--- src/rtl/lc3b_pkg.sv ---
// lc3b_pkg: shared fetch-unit state encoding and machine word width
package lc3b_pkg;

    localparam int WORD_W = 16;

    typedef enum logic [1:0] {
        IDLE = 2'd0,
        MISS = 2'd1,
        RESP = 2'd2
    } fetch_state_e;

endpackage

--- src/rtl/imem_array.sv ---
// imem_array: instruction storage with one write port and one combinational read port.
// Macro IMEM_ICACHE_EN selects an NLINES direct-mapped cache; otherwise a single last-fill entry.
module imem_array
    import lc3b_pkg::*;
#(
    parameter int NLINES = 8,
    parameter int IDXW   = 3
) (
    input  logic              clk,
    input  logic              reset,
    input  logic              we_i,
    input  logic [14:0]       waddr_i,
    input  logic [WORD_W-1:0] wdata_i,
    input  logic [14:0]       raddr_i,
    output logic              hit_o,
    output logic [WORD_W-1:0] rdata_o
);

    if (NLINES != (1 << IDXW)) begin : g_bad_cfg
        $error("imem_array: IDXW must equal log2(NLINES)");
    end

`ifdef IMEM_ICACHE_EN
    localparam int TAGW = 15 - IDXW;

    logic [NLINES-1:0] valid_q;
    logic [TAGW-1:0]   tag_q  [NLINES];
    logic [WORD_W-1:0] data_q [NLINES];
    logic [IDXW-1:0]   widx;
    logic [IDXW-1:0]   ridx;

    assign widx = waddr_i[IDXW-1:0];
    assign ridx = raddr_i[IDXW-1:0];

    // A fill overwrites whatever line sits at the index; reset only invalidates
    always_ff @(posedge clk) begin
        if (reset) valid_q <= '0;
        else if (we_i) valid_q[widx] <= 1'b1;
        if (we_i && !reset) begin
            tag_q[widx]  <= waddr_i[14:IDXW];
            data_q[widx] <= wdata_i;
        end
    end

    assign hit_o   = valid_q[ridx] && (tag_q[ridx] == raddr_i[14:IDXW]);
    assign rdata_o = data_q[ridx];
`else
    logic              valid_q;
    logic [14:0]       addr_q;
    logic [WORD_W-1:0] data_q;

    // Remember only the most recent fill, keyed by its full word address
    always_ff @(posedge clk) begin
        if (reset) valid_q <= 1'b0;
        else if (we_i) begin
            valid_q <= 1'b1;
            addr_q  <= waddr_i;
            data_q  <= wdata_i;
        end
    end

    assign hit_o   = valid_q && (addr_q == raddr_i);
    assign rdata_o = data_q;
`endif

endmodule

--- src/rtl/imem_unit.sv ---
// imem_unit: instruction fetch front end with miss FSM and registered memory handshake.
// Macro IMEM_ICACHE_EN enables the NLINES direct-mapped cache in imem_array.
module imem_unit
    import lc3b_pkg::*;
#(
    parameter int NLINES = 8,
    parameter int IDXW   = 3
) (
    input  logic              clk,
    input  logic              reset,
    input  logic [15:0]       pc,
    output logic              imem_r,
    output logic [WORD_W-1:0] instr,
    output logic              mem_req,
    output logic [15:0]       mem_addr,
    input  logic              mem_ack,
    input  logic [WORD_W-1:0] mem_rdata
);

    fetch_state_e      state_q, state_d;
    logic [14:0]       fa_q, fa_d;
    logic              mem_req_q, mem_req_d;
    logic [15:0]       mem_addr_q, mem_addr_d;
    logic [WORD_W-1:0] word_q;
    logic              hit;
    logic [WORD_W-1:0] arr_rdata;
    logic              fill;
    logic              unused_pc0;

    assign unused_pc0 = pc[0];
    assign fill       = (state_q == MISS) && mem_ack && !reset;

    imem_array #(
        .NLINES(NLINES),
        .IDXW  (IDXW)
    ) u_array (
        .clk    (clk),
        .reset  (reset),
        .we_i   (fill),
        .waddr_i(fa_q),
        .wdata_i(mem_rdata),
        .raddr_i(pc[15:1]),
        .hit_o  (hit),
        .rdata_o(arr_rdata)
    );

    // State, fetch address and the registered memory request
    always_ff @(posedge clk) begin
        if (reset) begin
            state_q    <= IDLE;
            fa_q       <= '0;
            mem_req_q  <= 1'b0;
            mem_addr_q <= '0;
        end else begin
            state_q    <= state_d;
            fa_q       <= fa_d;
            mem_req_q  <= mem_req_d;
            mem_addr_q <= mem_addr_d;
        end
        if (fill) word_q <= mem_rdata;
    end

    // Next state: misses wait in MISS for the ack, RESP always lasts one cycle
    always_comb begin
        state_d    = state_q == IDLE ? (hit ? IDLE : MISS)
                   : state_q == MISS ? (mem_ack ? RESP : MISS) : IDLE;
        fa_d       = (state_q == IDLE && !hit) ? pc[15:1] : fa_q;
        mem_req_d  = state_d == MISS;
        mem_addr_d = mem_req_d ? {fa_d, 1'b0} : mem_addr_q;
    end

    // Outputs: hits answer in IDLE, the fill word answers in RESP only if pc still matches
    always_comb begin
        imem_r = state_q == IDLE ? hit : (state_q == RESP && pc[15:1] == fa_q);
        instr  = !imem_r ? '0 : state_q == RESP ? word_q : arr_rdata;
    end

    assign mem_req  = mem_req_q;
    assign mem_addr = mem_addr_q;

endmodule

--- config.mk ---
export PLATFORM = sky130hd
export DESIGN_NAME = imem_unit
export DESIGN_NICKNAME = d
export VERILOG_FILES = /design/src/rtl/lc3b_pkg.sv /design/src/rtl/imem_array.sv /design/src/rtl/imem_unit.sv
export SDC_FILE = /design/constraint.sdc
export NUM_CORES = 1
export LEC_CHECK = 0
export CELL_PAD_IN_SITES_DETAIL_PLACEMENT = 1
export CELL_PAD_IN_SITES_GLOBAL_PLACEMENT = 1
export CORE_MARGIN = 5
export CORE_UTILIZATION = 43
export CTS_BUF_LIST = sky130_fd_sc_hd__clkbuf_2 sky130_fd_sc_hd__clkbuf_4 sky130_fd_sc_hd__clkbuf_8
export CTS_CLUSTER_DIAMETER = 50
export DETAILED_ROUTE_END_ITERATION = 8
export GPL_ROUTABILITY_DRIVEN = 1
export GPL_TIMING_DRIVEN = 0
export PLACE_DENSITY = 0.95
export SYNTH_ARGS = -nofsm -noshare
export SYNTH_HDL_FRONTEND = slang
export SYNTH_SLANG_ARGS = --single-unit
--- constraint.sdc ---
create_clock -name clk -period 10.09 [get_ports clk]
set_input_delay 2.018 -clock clk [delete_from_list [all_inputs] [get_ports clk]]
set_output_delay 2.018 -clock clk [all_outputs]
set_load 0.005 [all_outputs]
==> summary.md <==
| Metric | Value |
|---|---|
| Post-synthesis cell type count | 32 |
| H-tree depth | 3 |
| Worst skew pair latency | 350 ps |
| Mapped cell area | 0.00281 mm^2 |
| Clk sink count | 65 |
| Post-synth top area share | 33.1% |
| Final cell count without fillers | 406 |
| Clk_skew | 11.3 ps |
| 1st-pass router iterations | 4 |
| Initial antenna violation count | 0 |
| Switching Share | 25.4% |
| Port bufs | 66 |
| CTS tree | done |
| Ys async rst share | 0% |
| Final Cell Area | 0.00377 mm^2 |
| CP max FO | 10 |
| Die width | 90.8 um |
| Largest net degree at the start of global routing | 12 |
| PD cells | 156 mW/mm^2 |
| RSZ-0062 raised after global routing | false |
| Endpoints failing setup | 0 |
| Initial core utilization | 44.3% |
| Die Y | 90.8 um |
| P_leak | 1.48 nW |
| Inst Count DP | 390 |
| CTS root buffer | clkbuf_8 |
| Core Rows | 29 |
| Final nets | 359 |
| Clk pwr share | 33.6% |
| Cells after synthesis | 244 |
| Comb pwr share | 14.7% |
| First-pass GRT wire length | 12,700 um |
| Worst setup path class | in -> out |
| Dpl cell area | 0.00360 mm^2 |
| Vias per Instance | 5.49 |
| Yosys warning count | 0 |
| Post-CTS sizing | 0 |
| Seq pwr share | 51.7% |
| Layout cells sized above 1 | 14.0% |
| Fin. max-slew vios | 0 |
| Hold Path Class | reg -> reg |
| Peak supply drop | 0.0999 mV |
| Total grt overflow | 0 |
| Vias | 2,227 |
| CTS Buf Count | 9 |
| Post-synth top cells | 34 x dfxtp_1, 31 x edfxtp_1, 31 x nor2_1 |
| Tcrit/Tclk final | 68.5% |
| Fin Setup TNS | 0 ps |
| Post-synth EDFFs | 31 |
| Synth Net Count | 279 |
| Sequential share of the synthesized area | 57.3% |
| HPWL Detailed | 5990 um |
| WP data arrival | 4890 ps |
| Max-cap viol count | 0 |
| Clock buffer depth | 2 |
| Worst rel slew slack | 42.3% |
| Post-CTS setup repair buffer count | 0 |
| Core area | 0.00635 mm^2 |
| Synth top area cells | edfxtp_1 33%, dfxtp_1 24%, xnor2_1 6.2% |
| Yosys top cell by area | edfxtp_1 |
| DR WL/cell | 20.1 um |
| Max Fclk | 0.145 GHz |
| Die Footprint | 0.00825 mm^2 |
| IO Count | 69 |
| Minimum clock period | 6910 ps |
| R2R Setup Slk | 7860 ps |
| Ys flop type | dfxtp_1 |
| Area growth from synthesis to layout | 34.3% |
| CTS hold repair buffers | 0 |
| Final WL | 8180 um |
| Slew @ Worst Pin | 863 ps |
| Seq cells post-synth | 65 |
| Status | completed |
| Hold WS | 511 ps |
| Routability congestion estimate from global placement | 0.794 |
| DR DRC count | 0 |
| Count leader, synth | dfxtp_1 |
| Hold Vio Cnt, Final | 0 |
| Critical Path Source Type | input pin |
| GRT Util Overall | 20.1% |
| Syn_area_per_cell | 11.5 um^2 |
| Element type at the critical path end | primary output |
| NetSw | 149 uW |
| Vias in the first global route | 2,365 |
| DRC marker count from the first detailed-route iteration | 173 |
| Critical Path RT | 8070 ps |
| N_diodes | 0 |
| Internal power | 438 uW |
| CTS clock-pin slew for the worst setup and hold paths | 80 ps |
| Post-route ant nets | 0 |
-- cell type report --
class                           count  area (um^2)
Fill cell                         677         2570
Tap cell                           77         96.3
Buffer                             16         80.1
Clock buffer                       12          153
Inverter                            2         7.51
Multi-Input combinational cell    161         1120
Timing Repair Buffer               69          691
Clock inverter                      4         20.0
Sequential cell                    65         1610
-- flip-flops by register name, indices dropped and copies added, names as in the netlist --
register / count
mem_addr: 15
mem_req: 1
fa_q: 15
state_q: 2
u_array.valid_q: 1
u_array.addr_q: 15
word_q: 8
u_array.rdata_o: 8
-- cells in the final DEF, fill, tap and decap left out, drive strengths merged --
cell type	instances
a2111oi	2
a21o	15
a31o	14
a32oi	1
and2b	10
buf	10
clkbuf	21
clkdlybuf4s50	66
clkinv	4
conb	1
dfxtp	34
edfxtp	31
inv	2
nand2	2
nand2b	1
nand3b	1
nand4	5
nor2	31
nor2b	7
nor3	2
nor3b	1
nor4	4
nor4b	14
o21ai	16
o31ai	1
or2	1
or3b	1
or4b	1
xnor2	20
xor2	10
-- worst max-delay path: stages --
cell and delay (ps):
clkdlybuf4s50_1 500, xnor2_1 250, nand4_1 210, nor4_4 590, a32oi_1 310, clkbuf_1 280
and2b_2 250, clkdlybuf4s50_1 490
-- worst paths after layout --
| path | start | depth (start not counted) | end |
|---|---|---|---|
| max | pc[9] | 8 | instr[7] |
| min | fa_q[9]$_SDFF_PP0_ | 0 | u_array.addr_q[9]$_DFFE_PP_ |
| max reg2reg | u_array.addr_q[12]$_DFFE_PP_ | 6 | fa_q[7]$_SDFF_PP0_ |
| min reg2reg | fa_q[9]$_SDFF_PP0_ | 0 | u_array.addr_q[9]$_DFFE_PP_ |
-- power by group through the flow --
stage / combinational, mW / sequential (mW) / clock (mW)
final: 0.0862 / 0.304 / 0.197
after global routing: 0.0933 / 0.305 / 0.212
after CTS: 0.0874 / 0.304 / 0.199
after detailed placement: 0.0859 / 0.309 / 0
after global placement: 0.0802 / 0.308 / 0
after floorplan: 0.0422 / 0.307 / 0
-- per-stage QoR --
| stage | setup WS (ps) | total power, mW | util (%) |
|---|---|---|---|
| after floorplan | 4690 | 0.350 | - |
| after global placement | 3300 | 0.388 | 56.2 |
| after detailed placement | 3120 | 0.395 | 56.7 |
| after CTS | 3130 | 0.590 | 59.4 |
| after global routing | 2950 | 0.611 | 59.4 |
| final | 3180 | 0.587 | 59.4 |
-- layer usage --
layer | GRT usage (%) | wire length, um | vias to the layer above
li1 | - | - | 1038
met1 | 23.4 | 3380 | 1086
met2 | 35.4 | 4090 | 86
met3 | 6.08 | 548 | 17
met4 | 6.36 | 156 | 0
met5 | 0 | 0 | -
-- cell families (layout without fill, tap and decap cells) --
logic type,Yosys count,after routing,synth area share [%]
other,1,1,0.133
and+or+nand+nor,81,81,17.6
AOI/OAI and AO/OA,49,49,12.4
buffers and inverters,18,103,3.12
DFF,65,65,57.3
xor gates and xnor gates,30,30,9.35
Note: power is estimated with default switching activity, not from simulation.
